File: config.mk
export PLATFORM = sky130hd
export DESIGN_NAME = conv_pixel_writeback
export DESIGN_NICKNAME = d
export VERILOG_FILES = /design/src/rtl/conv_pixel_writeback.sv
export SDC_FILE = /design/constraint.sdc
export NUM_CORES = 1
export LEC_CHECK = 0
export BUFFER_PORTS_ARGS = -buffer_cell sky130_fd_sc_hd__buf_4
export CORE_MARGIN = 4
export CORE_UTILIZATION = 50
export DETAILED_ROUTE_END_ITERATION = 16
export GPL_ROUTABILITY_DRIVEN = 0
export PLACE_DENSITY = 0.77
export SYNTH_ARGS = -nofsm -noshare
export SYNTH_HDL_FRONTEND = slang
export SYNTH_SLANG_ARGS = --single-unit
File: constraint.sdc
create_clock -name clk -period 2.1 [get_ports clk]
set_clock_uncertainty 0.2 [all_clocks]
set_input_delay 0.42 -clock clk [delete_from_list [all_inputs] [get_ports clk]]
set_output_delay 0.42 -clock clk [all_outputs]
set_load 0.01 [all_outputs]
File: src/rtl/conv_pixel_writeback.sv
// conv_pixel_writeback
// Packs filtered 8-bit pixels from the convolution coprocessor into 32-bit
// VGA-memory words and writes each word when the memory arbiter grants the port.
//
// Ports:
//   clk, reset_n           clock and asynchronous active-low reset
//   pix_valid/pix_ready    pixel handshake; pix_data, pix_h, pix_v are the pixel and its coordinate
//   flush                  single-cycle request to write the partially filled word now
//   mem_grant              arbiter grant (low while the camera owns the memory)
//   mem_we/addr/data       single-cycle write to VGA memory, addr = {v, h[8:2]}
//   frame_done             one-cycle pulse after the word holding (H_MAX,V_MAX) is written
//   busy                   a word is held, a write is pending, or a pixel is parked
module conv_pixel_writeback #(
    parameter int H_MAX  = 511,
    parameter int V_MAX  = 479,
    parameter int PIX_W  = 8,
    parameter int ADDR_W = 16
) (
    input  logic              clk,
    input  logic              reset_n,
    input  logic              pix_valid,
    input  logic [PIX_W-1:0]  pix_data,
    input  logic [8:0]        pix_h,
    input  logic [8:0]        pix_v,
    output logic              pix_ready,
    input  logic              flush,
    input  logic              mem_grant,
    output logic              mem_we,
    output logic [ADDR_W-1:0] mem_addr,
    output logic [31:0]       mem_data,
    output logic              frame_done,
    output logic              busy
);

    typedef enum logic {
        COLLECT,
        WRITE
    } state_t;

    localparam logic [8:0] H_LAST = 9'(H_MAX);
    localparam logic [8:0] V_LAST = 9'(V_MAX);

    state_t              state;
    logic [31:0]         word;
    logic [3:0]          lane_mask;
    logic [ADDR_W-1:0]   word_addr;
    logic                word_has_last;
    logic                frame_done_q;

    logic                pend_full;
    logic [PIX_W-1:0]    pend_data;
    logic [8:0]          pend_h;
    logic [8:0]          pend_v;

    logic                accept;
    logic [ADDR_W-1:0]   pix_addr;
    logic [1:0]          pix_lane;
    logic [4:0]          pix_off;
    logic                same_word;
    logic                pix_closes;
    logic                pix_is_last;
    logic [ADDR_W-1:0]   pend_addr;
    logic [1:0]          pend_lane;
    logic [4:0]          pend_off;
    logic                pend_closes;
    logic                pend_is_last;

    // Decode of the incoming pixel and of the parked pixel. A word is closed
    // early by its last lane or by the last column of a row, because the next
    // pixel can never land in the same word in either case.
    assign accept       = pix_valid & pix_ready;
    assign pix_addr     = ADDR_W'({pix_v, pix_h[8:2]});
    assign pix_lane     = pix_h[1:0];
    assign pix_off      = 5'(32'(pix_lane) * PIX_W);
    assign same_word    = (lane_mask == 4'd0) || (pix_addr == word_addr);
    assign pix_closes   = (pix_lane == 2'd3) || (pix_h == H_LAST);
    assign pix_is_last  = (pix_h == H_LAST) && (pix_v == V_LAST);

    assign pend_addr    = ADDR_W'({pend_v, pend_h[8:2]});
    assign pend_lane    = pend_h[1:0];
    assign pend_off     = 5'(32'(pend_lane) * PIX_W);
    assign pend_closes  = (pend_lane == 2'd3) || (pend_h == H_LAST);
    assign pend_is_last = (pend_h == H_LAST) && (pend_v == V_LAST);

    // Main collector/writer. In COLLECT pixels are merged into the word; a
    // pixel for a different word is parked so the handshake never has to
    // stall mid-transfer. In WRITE the word is held until granted; the parked
    // pixel then seeds the next word and may immediately close it again.
    always_ff @(posedge clk or negedge reset_n) begin
        if (!reset_n) begin
            state         <= COLLECT;
            word          <= '0;
            lane_mask     <= '0;
            word_addr     <= '0;
            word_has_last <= 1'b0;
            frame_done_q  <= 1'b0;
            pend_full     <= 1'b0;
            pend_data     <= '0;
            pend_h        <= '0;
            pend_v        <= '0;
        end else begin
            frame_done_q <= 1'b0;
            case (state)
                COLLECT: begin
                    if (accept) begin
                        if (same_word) begin
                            if (lane_mask == 4'd0) begin
                                word_addr <= pix_addr;
                            end
                            word[pix_off +: PIX_W] <= pix_data;
                            lane_mask[pix_lane]    <= 1'b1;
                            if (pix_is_last) begin
                                word_has_last <= 1'b1;
                            end
                            if (pix_closes || flush) begin
                                state <= WRITE;
                            end
                        end else begin
                            pend_full <= 1'b1;
                            pend_data <= pix_data;
                            pend_h    <= pix_h;
                            pend_v    <= pix_v;
                            state     <= WRITE;
                        end
                    end else if (flush && (lane_mask != 4'd0)) begin
                        state <= WRITE;
                    end
                end
                WRITE: begin
                    if (mem_grant) begin
                        frame_done_q <= word_has_last;
                        if (pend_full) begin
                            word                    <= '0;
                            word[pend_off +: PIX_W] <= pend_data;
                            lane_mask               <= 4'b0001 << pend_lane;
                            word_addr               <= pend_addr;
                            word_has_last           <= pend_is_last;
                            pend_full               <= 1'b0;
                            state                   <= pend_closes ? WRITE : COLLECT;
                        end else begin
                            word          <= '0;
                            lane_mask     <= '0;
                            word_has_last <= 1'b0;
                            state         <= COLLECT;
                        end
                    end
                end
                default: state <= COLLECT;
            endcase
        end
    end

    // Outputs are direct decodes of registered state; the write strobe follows
    // the grant combinationally so a granted cycle is never wasted.
    assign pix_ready  = (state == COLLECT) && !pend_full;
    assign mem_we     = (state == WRITE) && mem_grant;
    assign mem_addr   = word_addr;
    assign mem_data   = word;
    assign frame_done = frame_done_q;
    assign busy       = (lane_mask != 4'd0) || (state == WRITE) || pend_full;

endmodule

* Word level (Yosys, flattened, before mapping)
Cells that the tools add are included.
Word-level totals: word-level logic and storage cells 97, input bits 31, register bits 82, output and inout port bits 52
Cells by class: shifts and indexed selects 5, muxes and demuxes 39, reductions and logical operators 20, magnitude comparators 2, bitwise logic cells 5, add/subtract/negate cells 2, equality and inequality tests 14
Operators by type and width (count):
- 2-to-1 mux 32 bit | 4
- 2-to-1 mux 16 bit | 5
- one-hot mux 32 bit (2 select lines) | 1
- variable shift 8 x 7 -> 32 bit (first input constant) | 2
- indexed part select 8 x 7 -> 32 bit | 2
- == test 9 bit (second input constant) | 4
- bitwise AND 32 bit | 1
- bitwise mux 32 bit | 1
- one-hot mux 16 bit (2 select lines) | 1
- 2-to-1 mux 1 bit | 18
- == test 16 bit | 1
- 2-to-1 mux 4 bit | 4
- negator 5 -> 7 bit | 2
- != test 2 bit (second input constant) | 6
- AND reduction 3 bit | 3
- one-hot mux 4 bit (2 select lines) | 1
- logical AND 1 bit | 6
- logical OR 1 bit | 6
- one-hot mux 1 bit (2 select lines) | 3
- AND reduction 5 bit | 1
- == test 2 bit (second input constant) | 2
- zero test 4 bit | 1
- OR 4 bit | 1
- AND reduction 4 bit | 1
- 9 further kinds | 10

* Longest topological paths before layout
Gate-level depths: netlist of run 1.
depth after elaboration 8, gate-level depth with buffers 8, mapped depth without buffers 6

* Worst setup path after synthesis of run 1
OpenSTA, ideal clock, no wires.
kind reg-to-reg, from reg word_addr[4] (netlist: mem_addr[4]), to reg word[0] (netlist: mem_data[0]), buffers on the path 0, cell stages (with the launch flop) 7, required time 1.775 ns, clock period less this slack 2.258 ns, data arrival time 1.933 ns, path slack -0.158 ns, setup time 0.125 ns, cells stage by stage dfrtp_1 -> xnor2_1 -> nand4_1 -> nor4_1 -> nor2_1 -> o31ai_4 -> mux2_2
Between the ends: cells in the longest elaborated chain, start to end 4
RTL lines:
- start: declaration | RTL line 46 | logic [ADDR_W-1:0] word_addr;
- start signal: assignment | RTL line 108 | word_addr <= pix_addr;
- start signal: assignment | RTL line 136 | word_addr <= pend_addr;
- == test 16 bit | RTL line 75 | assign same_word = (lane_mask == 4'd0) || (pix_addr == word_addr);
- logical OR 1 bit | RTL line 75
- != test 2 bit (no source line)
- AND reduction 3 bit (no source line)
- end signal: indexed assignment | RTL line 110 | word[pix_off +: PIX_W] <= pix_data;
- end signal: indexed assignment | RTL line 134 | word[pend_off +: PIX_W] <= pend_data;
- end: declaration | RTL line 44 | logic [31:0] word;
Every way passes these cells. A chain may end at the register's enable or synchronous reset.

* Worst setup path in the final report of run 1
from reg word_addr[11] (netlist: mem_addr[11]), to reg word[6] (netlist: mem_data[6])
The elaborated chain is that of the path after synthesis.

==> impl_metrics.json, run 1 <==
{
  "die-area_um2": 9630,
  "layout-drive-gt1-share_pct": 50.9,
  "cts.sinks": 82,
  "yosys_warnings": 0,
  "grtUsageTotal_pct": 25.2,
  "io_buffers": 82,
  "worst_slew_pin_slew_ns": 0.699,
  "clk_pin_slew_ns": 0.10,
  "relSlewSlack_pct": 53.2,
  "numCtsBuffers": 9,
  "async_reset_ff_share_pct": 100,
  "crit_path_end_kind": "register",
  "synth_top_area_share_pct": 50.5,
  "period_minus_slack_ns": 2.38,
  "cap_violations": 0,
  "status": "finished, violations left",
  "place_hpwl_mm": 7.93,
  "ios": 83,
  "core_region_area_um2": 7810,
  "leakage_nw": 2.86,
  "rows": 32,
  "totalWireLength_mm": 12.2,
  "cp_max_fo": 4,
  "p_per_area_nw_per_um2": 1260,
  "synth.most_common_cell": "dfrtp_1",
  "max_freq_mhz": 421,
  "vias_per_cell": 5.83,
  "start_util_pct": 52.1,
  "finalSetupViolations": 62,
  "htree_num_levels": 3,
  "syn_area_per_cell_um2": 12.2,
  "clk-insertion-delay-late_ns": 0.36,
  "diodes": 0,
  "layout.nets": 537,
  "hold_path_class": "input pin to register",
  "cts_root_buf": "clkbuf_8",
  "drt_first_pass_iters": 5,
  "synth_edf_count": 0,
  "syn_to_final_growth_pct": 44.4,
  "synth_common_cells": "dfrtp_1, mux2_2, a22o_1",
  "crit_arrival_ns": 2.42,
  "cts_tree": "yes",
  "yosys.cell_types.count": 38,
  "critPathKind": "register to register",
  "layout_setup_ws_ns": -0.276,
  "die_y_um": 98.2,
  "synth_nets": 374,
  "yosysSeqAreaShare_pct": 50.5,
  "finalSetupTns_ns": -11.92,
  "utilization_pct": 75.1,
  "grt-ovfl-total": 0,
  "irDropWorstVdd_mv": 0.683,
  "syn_area_um2": 4060,
  "vias": 3514,
  "synthFlopType": "dfrtp_1",
  "grt_pass1_wl_mm": 19.3,
  "synth_area_leader_cell": "dfrtp_1",
  "cp-start-kind": "register",
  "hold_viol": 0,
  "report.final.slew_viol_count": 0,
  "rsz0062_at_grt": "yes",
  "grt_pass1_vias": 3721,
  "ant_nets": 0,
  "antenna_found_initial": 0,
  "grt_start_max_net_pins": 34,
  "avgRoutedWirePerCell_um": 20.2,
  "post-route-period-util_pct": 113,
  "netlist_instances": 333,
  "synth_area_leaders": "dfrtp_1, mux2_2, a22o_1",
  "violations": "negative setup slack",
  "ys_ff_latch": 82,
  "clockBufferDepth": 2,
  "cp.required_ns": 2.14,
  "die_w_um": 98.2,
  "drcViolationCount": 0,
  "first_iter_violations": 225
}
[state kept, by name, summed over array words and instances (netlist names)]
register / cells
pend_full: 1
word_has_last: 1
pend_h: 9
pend_data: 8
lane_mask: 4
mem_addr: 16
mem_data: 32
state: 1
frame_done: 1
pend_v: 9
[what timing repair did]
item | 4_1_cts | 5_1_grt
gates cloned | 2 | 1
endpoints found under the setup margin | 65 | 67
gates resized for setup | 24 | 12
buffers inserted | 8 | 7
endpoints found under the hold margin | 25 | 0
hold buffers | 1 | 0
pin swaps | 6 | 9
[cell families (layout without fill, tap and decap cells)]
logic type               Yosys count  in the layout  synth area share (%)
flip-flops                        82             82                  50.5
multiplexers                      74             74                  20.0
AO/OA/AOI/OAI                     66             66                  12.5
AND/OR/NAND/NOR                   66             68                  8.44
buffers and inverters             19            185                  2.06
XOR/XNOR                          16             16                  3.45
adder cells (fa/ha/maj)           10             10                  3.08
[report_power, final]
part	leakage (nW)	internal [W]	switching, W
combinational	1.72	0.00191	0.00158
clock	0.112	0.000705	0.000610
sequential	1.03	0.00211	0.000482
[routing by layer]
metal	vias up	track usage (%)	share of wire, %
li1	1567	-	-
met4	0	7.46	2.2
met5	-	0	0
met1	1788	32.0	41
met3	26	5.21	6.0
met2	133	43.5	51
[path summary, 6_finish.rpt]
| check | start | to | slack (ns) | cells after the start |
|---|---|---|---|---|
| max | mem_addr[11]$_DFFE_PN0P_ | mem_data[6]$_DFFE_PN0P_ | -0.28 | 7 |
| min | pix_data[5] | pend_data[5]$_DFFE_PN0P_ | 0.13 | 2 |
| max reg2reg | mem_addr[11]$_DFFE_PN0P_ | mem_data[6]$_DFFE_PN0P_ | -0.28 | 7 |
| min reg2reg | mem_data[7]$_DFFE_PN0P_ | mem_data[7]$_DFFE_PN0P_ | 0.32 | 1 |
| max in group asynchronous | reset_n | pend_h[0]$_DFFE_PN0P_ | 0.84 | 3 |
| min in group asynchronous | reset_n | mem_addr[7]$_DFFE_PN0P_ | 0.33 | 2 |
[critical path: stages (launching register included)]
cell	delay [ns]
dfrtp_1	0.43
xnor2_2	0.19
nand4_1	0.20
nor4_4	0.38
nor2_2	0.14
o31ai_4	0.22
buf_4	0.18
mux2_2	0.33
[per-stage QoR]
step	power (W)	instances	worst slack [ns]	area, um^2	hold slack (ns)
CTS	0.00719	597	-0.274	5760	0.123
global placement	0.00550	570	-0.529	5330	0.164
finish	0.00740	603	-0.276	5870	0.133
floorplan	0.00417	333	-0.0881	4100	-0.0756
global route	0.00780	603	-0.346	5870	0.135
detailed placement	0.00563	570	-0.544	5330	0.162
[placed cells by master (no fill, tap or decap), types with 4 or more instances in the layout]
cell type	netlist	layout
mux2_2	56	47
nor2_1	24	21
nand4_1	10	10
nor2_4	0	4
nand2_1	11	9
inv_1	4	4
ha_1	10	10
mux2_4	0	9
a22o_1	33	33
clkbuf_8	0	10
dfrtp_1	82	82
buf_12	0	5
mux2i_1	18	18
buf_6	0	11
a21oi_1	19	19
xnor2_1	16	15
buf_4	2	146
[layout make-up]
| cell class | instances | area (um^2) |
|---|---|---|
| Clock buffer | 10 | 138 |
| Clock inverter | 6 | 90.1 |
| Fill cell | 503 | 1940 |
| Inverter | 5 | 21.3 |
| Multi-Input combinational cell | 234 | 2080 |
| Sequential cell | 82 | 2050 |
| Tap cell | 102 | 128 |
| Timing Repair Buffer | 164 | 1360 |
(Power assumes the default switching activity.)
==> run 2, diff against run 1 <==
--- a/config.mk
+++ b/config.mk
@@ -5,12 +5,14 @@
 export SDC_FILE = /design/constraint.sdc
 export NUM_CORES = 1
 export LEC_CHECK = 0
+export ABC_AREA = 1
 export BUFFER_PORTS_ARGS = -buffer_cell sky130_fd_sc_hd__buf_4
 export CORE_MARGIN = 4
 export CORE_UTILIZATION = 50
 export DETAILED_ROUTE_END_ITERATION = 16
 export GPL_ROUTABILITY_DRIVEN = 0
-export PLACE_DENSITY = 0.77
+export PLACE_DENSITY = 0.76
 export SYNTH_ARGS = -nofsm -noshare
 export SYNTH_HDL_FRONTEND = slang
 export SYNTH_SLANG_ARGS = --single-unit
+export TNS_END_PERCENT = 1
==> impl_metrics.json, run 2 <==
{
  "holdWs_ns": 0.166,
  "place_hpwl_mm": 9.22,
  "p_int_w": 0.00392,
  "final_common_cell": "nand2_1",
  "grt_pass1_vias": 4154,
  "start_util_pct": 51.8,
  "top_layer": "met4",
  "core_region_area_um2": 8760,
  "hold_path_class": "input pin to register",
  "switching_share_pct": 43.5,
  "layout_setup_ws_ns": 0.0832,
  "htree_num_levels": 3,
  "numCtsBuffers": 9,
  "fill_cells": 736,
  "clk_pin_slew_ns": 0.08,
  "most-common-layout-cells": "nand2_1, buf_4, dfrtp_1, nand3_1, inv_1",
  "status": "completed",
  "synth_common_cells": "nand2_1, dfrtp_1, nand3_1",
  "grt_start_max_net_pins": 39,
  "syn_area_per_cell_um2": 7.40,
  "antenna_found_initial": 0,
  "ys_ff_latch": 82,
  "synthFlopType": "dfrtp_1",
  "first_iter_violations": 517,
  "syn_area_um2": 4540,
  "cp.required_ns": 1.48,
  "ios": 83,
  "grt_pass1_wl_mm": 20.1,
  "critPathKind": "register to output pin",
  "vias": 4672,
  "synth_nets": 655,
  "cp-start-kind": "register",
  "p_per_area_nw_per_um2": 1200,
  "worst_slew_pin_slew_ns": 0.527,
  "relSlewSlack_pct": 64.9,
  "synth_area_leader_cell": "dfrtp_1",
  "synth_area_leaders": "dfrtp_1, nand2_1, nand3_1",
  "finalSetupTns_ns": 0,
  "avgRoutedWirePerCell_um": 15.4,
  "comb_power_share_pct": 48.1,
  "irDropWorstVdd_mv": 0.668,
  "diodes": 0,
  "die-area_um2": 10700,
  "period_minus_slack_ns": 2.02,
  "layout.nets": 764,
  "yosysSeqAreaShare_pct": 45.2,
  "yosys_warnings": 0,
  "die_y_um": 103,
  "yosys.cell_types.count": 29,
  "drt_first_pass_iters": 5,
  "drcViolationCount": 0,
  "synth_top_area_share_pct": 45.2,
  "pre_cts_ws_ns": -0.0897,
  "ant_nets": 0,
  "vias_per_cell": 5.59,
  "io_buffers": 82,
  "syn_to_final_growth_pct": 27.3,
  "total_power_w": 0.00694,
  "hold_viol": 0,
  "crit_arrival_ns": 1.40,
  "switching_power_w": 0.00302,
  "die_w_um": 103,
  "report.final.slew_viol_count": 0,
  "cap_violations": 0,
  "layout-drive-gt1-share_pct": 21.6,
  "synth.most_common_cell": "nand2_1",
  "wl_met2_mm": 5.95,
  "cts.sinks": 82,
  "p_seq_share_pct": 36.3,
  "netlist_instances": 614,
  "grtUsageTotal_pct": 23.9,
  "clkPwrFrac_pct": 15.6,
  "cts_root_buf": "clkbuf_8",
  "cp_max_fo": 21,
  "async_reset_ff_share_pct": 100,
  "finalSetupViolations": 0,
  "clockBufferDepth": 2,
  "totalWireLength_mm": 12.9,
  "max_freq_mhz": 496,
  "largest_reg_flops": 32,
  "post-route-period-util_pct": 96.0,
  "grt-ovfl-total": 0,
  "clk-insertion-delay-late_ns": 0.35,
  "leakage_nw": 3.10,
  "synth_edf_count": 0,
  "wl_met1_mm": 5.68,
  "wl_met3_mm": 1.03,
  "rows": 34,
  "crit_path_end_kind": "output pin",
  "cts_tree": "yes"
}
run 2: cell types whose count changed in the layout (fill, tap and decap cells not counted), sizes merged, moves of 6 or more:
cell	delta
inv	+62
a21oi	-16
nand2	+224
nand3	+73
o32ai	+6
a22o	-33
nor2	-8
xnor2	-16
o31ai	+7
o22ai	+18
buf	-46
mux2	-56
o21ai	+47
mux2i	-18
run 2: worst max-delay path: stages (launching register included):
cell and delay (ns):
dfrtp_2 0.45, buf_6 0.18, nand2_2 0.22, inv_1 0.06
buf_4 0.14
run 2: per-stage QoR:
stage | area (um^2) | util (%) | cells
2_1_floorplan | 4540 | - | 614
3_5_place_dp | 5440 | 62.1 | 810
3_3_place_gp | 5440 | 62.1 | 810
6_report | 5780 | 66.0 | 836
5_1_grt | 5780 | 66.0 | 836
4_1_cts | 5640 | 64.4 | 828
run 2: final cells by class:
| cell class | count | area (um^2) | area share, % |
|---|---|---|---|
| multi-input cells | 443 | 2160 | 37.3 |
| flip-flops and latches | 82 | 2050 | 35.5 |
| repair buffers | 119 | 997 | 17.3 |
| inverters | 68 | 255 | 4.42 |
| clock buffers | 14 | 173 | 2.99 |
| well taps | 108 | 135 | 2.34 |
| clock inverters | 2 | 10.0 | 0.173 |
run 2: worst paths after layout:
| kind | startpoint | end | slack, ns | depth (start not counted) |
|---|---|---|---|---|
| min | pix_v[8] | pend_v[8]$_DFFE_PN0P_ | 0.17 | 3 |
| max reg2reg | mem_addr[0]$_DFFE_PN0P_ | lane_mask[2]$_DFFE_PN0P_ | 0.13 | 14 |
| min reg2reg | mem_data[30]$_DFFE_PN0P_ | mem_data[30]$_DFFE_PN0P_ | 0.28 | 2 |
| max | state$_DFF_PN0_ | mem_we | 0.08 | 4 |
| min in group asynchronous | reset_n | mem_addr[4]$_DFFE_PN0P_ | 0.39 | 2 |
| max in group asynchronous | reset_n | mem_addr[13]$_DFFE_PN0P_ | 0.70 | 3 |
run 2: power groups by stage:
| stage | Clock, W | Sequential, W | Combinational, W |
|---|---|---|---|
| 2_1_floorplan | 0 | 0.00249 | 0.00192 |
| 6_report | 0.00108 | 0.00252 | 0.00334 |
| 3_5_place_dp | 0 | 0.00252 | 0.00303 |
| 5_1_grt | 0.00117 | 0.00258 | 0.00375 |
| 3_3_place_gp | 0 | 0.00250 | 0.00292 |
| 4_1_cts | 0.00112 | 0.00250 | 0.00306 |
run 2: layer usage:
metal	up-vias	global-route usage, %
met1	2196	35.4
met3	25	4.09
met2	232	35.7
li1	2219	-
met4	0	7.87
met5	-	0
run 2: kinds of logic after synthesis:
logic type | count (synthesis) | synth area share (%)
and+or+nand+nor | 345 | 32.5
adders and majority gates | 10 | 2.75
AOI/OAI and AO/OA | 87 | 11.1
buffers and inverters | 90 | 8.43
DFF | 82 | 45.2
run 2: repair_timing:
| action | in CTS | in global routing |
|---|---|---|
| gates resized for setup | 1 | 12 |
| buffers inserted | 1 | 5 |
| hold buffers | 1 | 0 |
| endpoints found under the setup margin | 2 | 51 |
| gates cloned | 0 | 3 |
| pin swaps | 0 | 3 |
| endpoints found under the hold margin | 35 | 0 |
==> run 3, diff against run 2 <==
--- a/config.mk
+++ b/config.mk
@@ -5,13 +5,12 @@
 export SDC_FILE = /design/constraint.sdc
 export NUM_CORES = 1
 export LEC_CHECK = 0
-export ABC_AREA = 1
 export BUFFER_PORTS_ARGS = -buffer_cell sky130_fd_sc_hd__buf_4
 export CORE_MARGIN = 4
 export CORE_UTILIZATION = 50
 export DETAILED_ROUTE_END_ITERATION = 16
 export GPL_ROUTABILITY_DRIVEN = 0
-export PLACE_DENSITY = 0.76
+export PLACE_DENSITY = 0.77
 export SYNTH_ARGS = -nofsm -noshare
 export SYNTH_HDL_FRONTEND = slang
 export SYNTH_SLANG_ARGS = --single-unit
==> impl_metrics.json, run 3 (synthesis results as in run 1) <==
{
  "dp.cells": 576,
  "crit_family": "simple AND/OR/NAND/NOR gates",
  "vias": 3352,
  "fill_cells": 555,
  "vias_per_cell": 5.64,
  "regToRegEndpoint": "mem_data[2]$_DFFE_PN0P_",
  "crit_chain": "xnor2_1, nand4_1, nor4_4, nor2_2, o31ai_4, buf_4, mux2_2",
  "syn_to_final_growth_pct": 38.9,
  "leakage_nw": 2.76,
  "clockBufferDepth": 2,
  "grt_pass1_wl_mm": 18.1,
  "critPathKind": "register to register",
  "grt_util_met2_pct": 38.8,
  "crit_slowest_cell": "dfrtp_1",
  "hold_path_class": "input pin to register",
  "cp-start-kind": "register",
  "drt_first_pass_iters": 4,
  "status": "finished, violations left",
  "grt_pass1_vias": 3588,
  "ios": 83,
  "diodes": 0,
  "layout_setup_ws_ns": -0.290,
  "worstReg2RegStart": "mem_addr[12]$_DFFE_PN0P_",
  "core_region_area_um2": 7810,
  "cap_violations": 0,
  "layout-drive-gt1-share_pct": 49.4,
  "most-common-layout-cells": "buf_4, dfrtp_1, mux2_2, a22o_1, nor2_1",
  "layout.nets": 528,
  "start_util_pct": 52.1,
  "critical_path_buf_inv_count": 1,
  "numCtsBuffers": 9,
  "avgRoutedWirePerCell_um": 18.6,
  "crit_arrival_ns": 2.42,
  "die_y_um": 98.2,
  "totalWireLength_mm": 11.0,
  "die_w_um": 98.2,
  "relSlewSlack_pct": 53.2,
  "clk-insertion-delay-late_ns": 0.35,
  "multiInputGateArea_um2": 2020,
  "grtUsageTotal_pct": 23.3,
  "grt-ovfl-total": 0,
  "first_iter_violations": 199,
  "htree_num_levels": 3,
  "crit_path_end_kind": "register",
  "cp_max_fo": 4,
  "met1_usage_pct": 31.1,
  "clk_pin_slew_ns": 0.08,
  "hold_end": "pend_data[1]$_DFFE_PN0P_",
  "grt.met3_usage_pct": 3.21,
  "io_buffers": 82,
  "instances_no_fill": 594,
  "p_per_area_nw_per_um2": 1240,
  "place_hpwl_mm": 8.21,
  "ant_nets": 0,
  "regArea_um2": 2050,
  "irDropWorstVdd_mv": 0.765,
  "cts_root_buf": "clkbuf_8",
  "largest_reg_flops": 32,
  "period_minus_slack_ns": 2.39,
  "r2r_slack_ns": -0.29,
  "post-route-period-util_pct": 114,
  "min_from": "pix_data[1]",
  "drcViolationCount": 0,
  "rows": 32,
  "finalSetupViolations": 58,
  "report.final.slew_viol_count": 0,
  "cp.required_ns": 2.13,
  "cts.sinks": 82,
  "top_usage_layer": "met2",
  "die-area_um2": 9630,
  "worst_r2r_path_depth": 7,
  "final_common_cell": "buf_4",
  "max_freq_mhz": 418,
  "worst_slew_pin_slew_ns": 0.700,
  "grt_start_max_net_pins": 37,
  "min_path_cells": 2,
  "slowest_delay_ns": 0.41,
  "violations": "negative setup slack",
  "antenna_found_initial": 0,
  "rsz0062_at_grt": "yes",
  "hold_viol": 0,
  "pre_cts_ws_ns": -0.523,
  "cts_tree": "yes"
}
==> run 3: cell count changes in the layout (fill, tap and decap cells not counted), moves of 40 or more <==
| cell | before | now |
|---|---|---|
| buf_4 | 110 | 150 |
| inv_1 | 62 | 4 |
| mux2_2 | 0 | 56 |
| nand2_1 | 225 | 10 |
| nand3_1 | 72 | 1 |
| o21ai_0 | 52 | 3 |
==> run 3: how the worst max path moves through the flow <==
stage,start,end,slack (ns),cells after the start
6_report,mem_addr[12]$_DFFE_PN0P_,mem_data[2]$_DFFE_PN0P_,-0.29,7
4_1_cts,mem_addr[12]$_DFFE_PN0P_,mem_data[0]$_DFFE_PN0P_,-0.26,7
3_3_place_gp,pix_h[5],mem_data[27]$_DFFE_PN0P_,-0.45,7
5_1_grt,mem_addr[8]$_DFFE_PN0P_,mem_data[0]$_DFFE_PN0P_,-0.36,7
3_5_place_dp,pix_h[3],pend_data[5]$_DFFE_PN0P_,-0.52,7
2_1_floorplan,pix_h[0],mem_data[0]$_DFFE_PN0P_,-0.1,5
==> run 3: power breakdown <==
group	switching [W]	total, W	internal (W)	leakage (nW)
clock	0.000569	0.00127	0.000699	0.109
sequential	0.000470	0.00258	0.00211	1.03
combinational	0.00144	0.00316	0.00172	1.62
total	0.00248	0.00701	0.00453	2.76
==> run 3: metrics by stage <==
step	power, W	area (um^2)	util [%]	TNS, ns	hold slack [ns]
2_1_floorplan	0.00415	4090	-	-2.76	-0.0756
3_3_place_gp	0.00549	5340	68.4	-25.06	0.191
3_5_place_dp	0.00563	5340	68.4	-27.36	0.192
4_1_cts	0.00702	5640	72.3	-11.08	0.131
5_1_grt	0.00741	5640	72.3	-15.87	0.139
6_report	0.00701	5640	72.3	-11.27	0.145
==> run 3: worst reg2reg max path, delay by kind of cell, from the launching register on <==
| family | cells | cell delay [ns] |
|---|---|---|
| simple gates | 3 | 0.70 |
| flops | 1 | 0.41 |
| mux | 1 | 0.33 |
| compound gates | 1 | 0.27 |
| buf+inv | 1 | 0.19 |
| xor+xnor | 1 | 0.17 |
==> run 3: final cells by class <==
class	count	area share (%)
sequential	82	36.4
clock inverter	5	1.37
timing repair buffer	156	21.4
inverter	5	0.333
clock buffer	11	2.50
tap	102	2.26
multi-input combinational	233	35.7
==> run 3: repair_timing <==
item,CTS,global route
endpoints found under the hold margin,31,0
resized for setup,12,1
pin swaps,5,2
setup buffers,0,0
cloned,1,0
setup endpoints to repair,64,65
hold buffers,1,0
==> run 3: routing by layer <==
metal / up-vias / part of all wire, %
met1: 1684 / 43
met5: - / 0
li1: 1545 / -
met4: 0 / 2.3
met2: 103 / 50
met3: 20 / 4.5
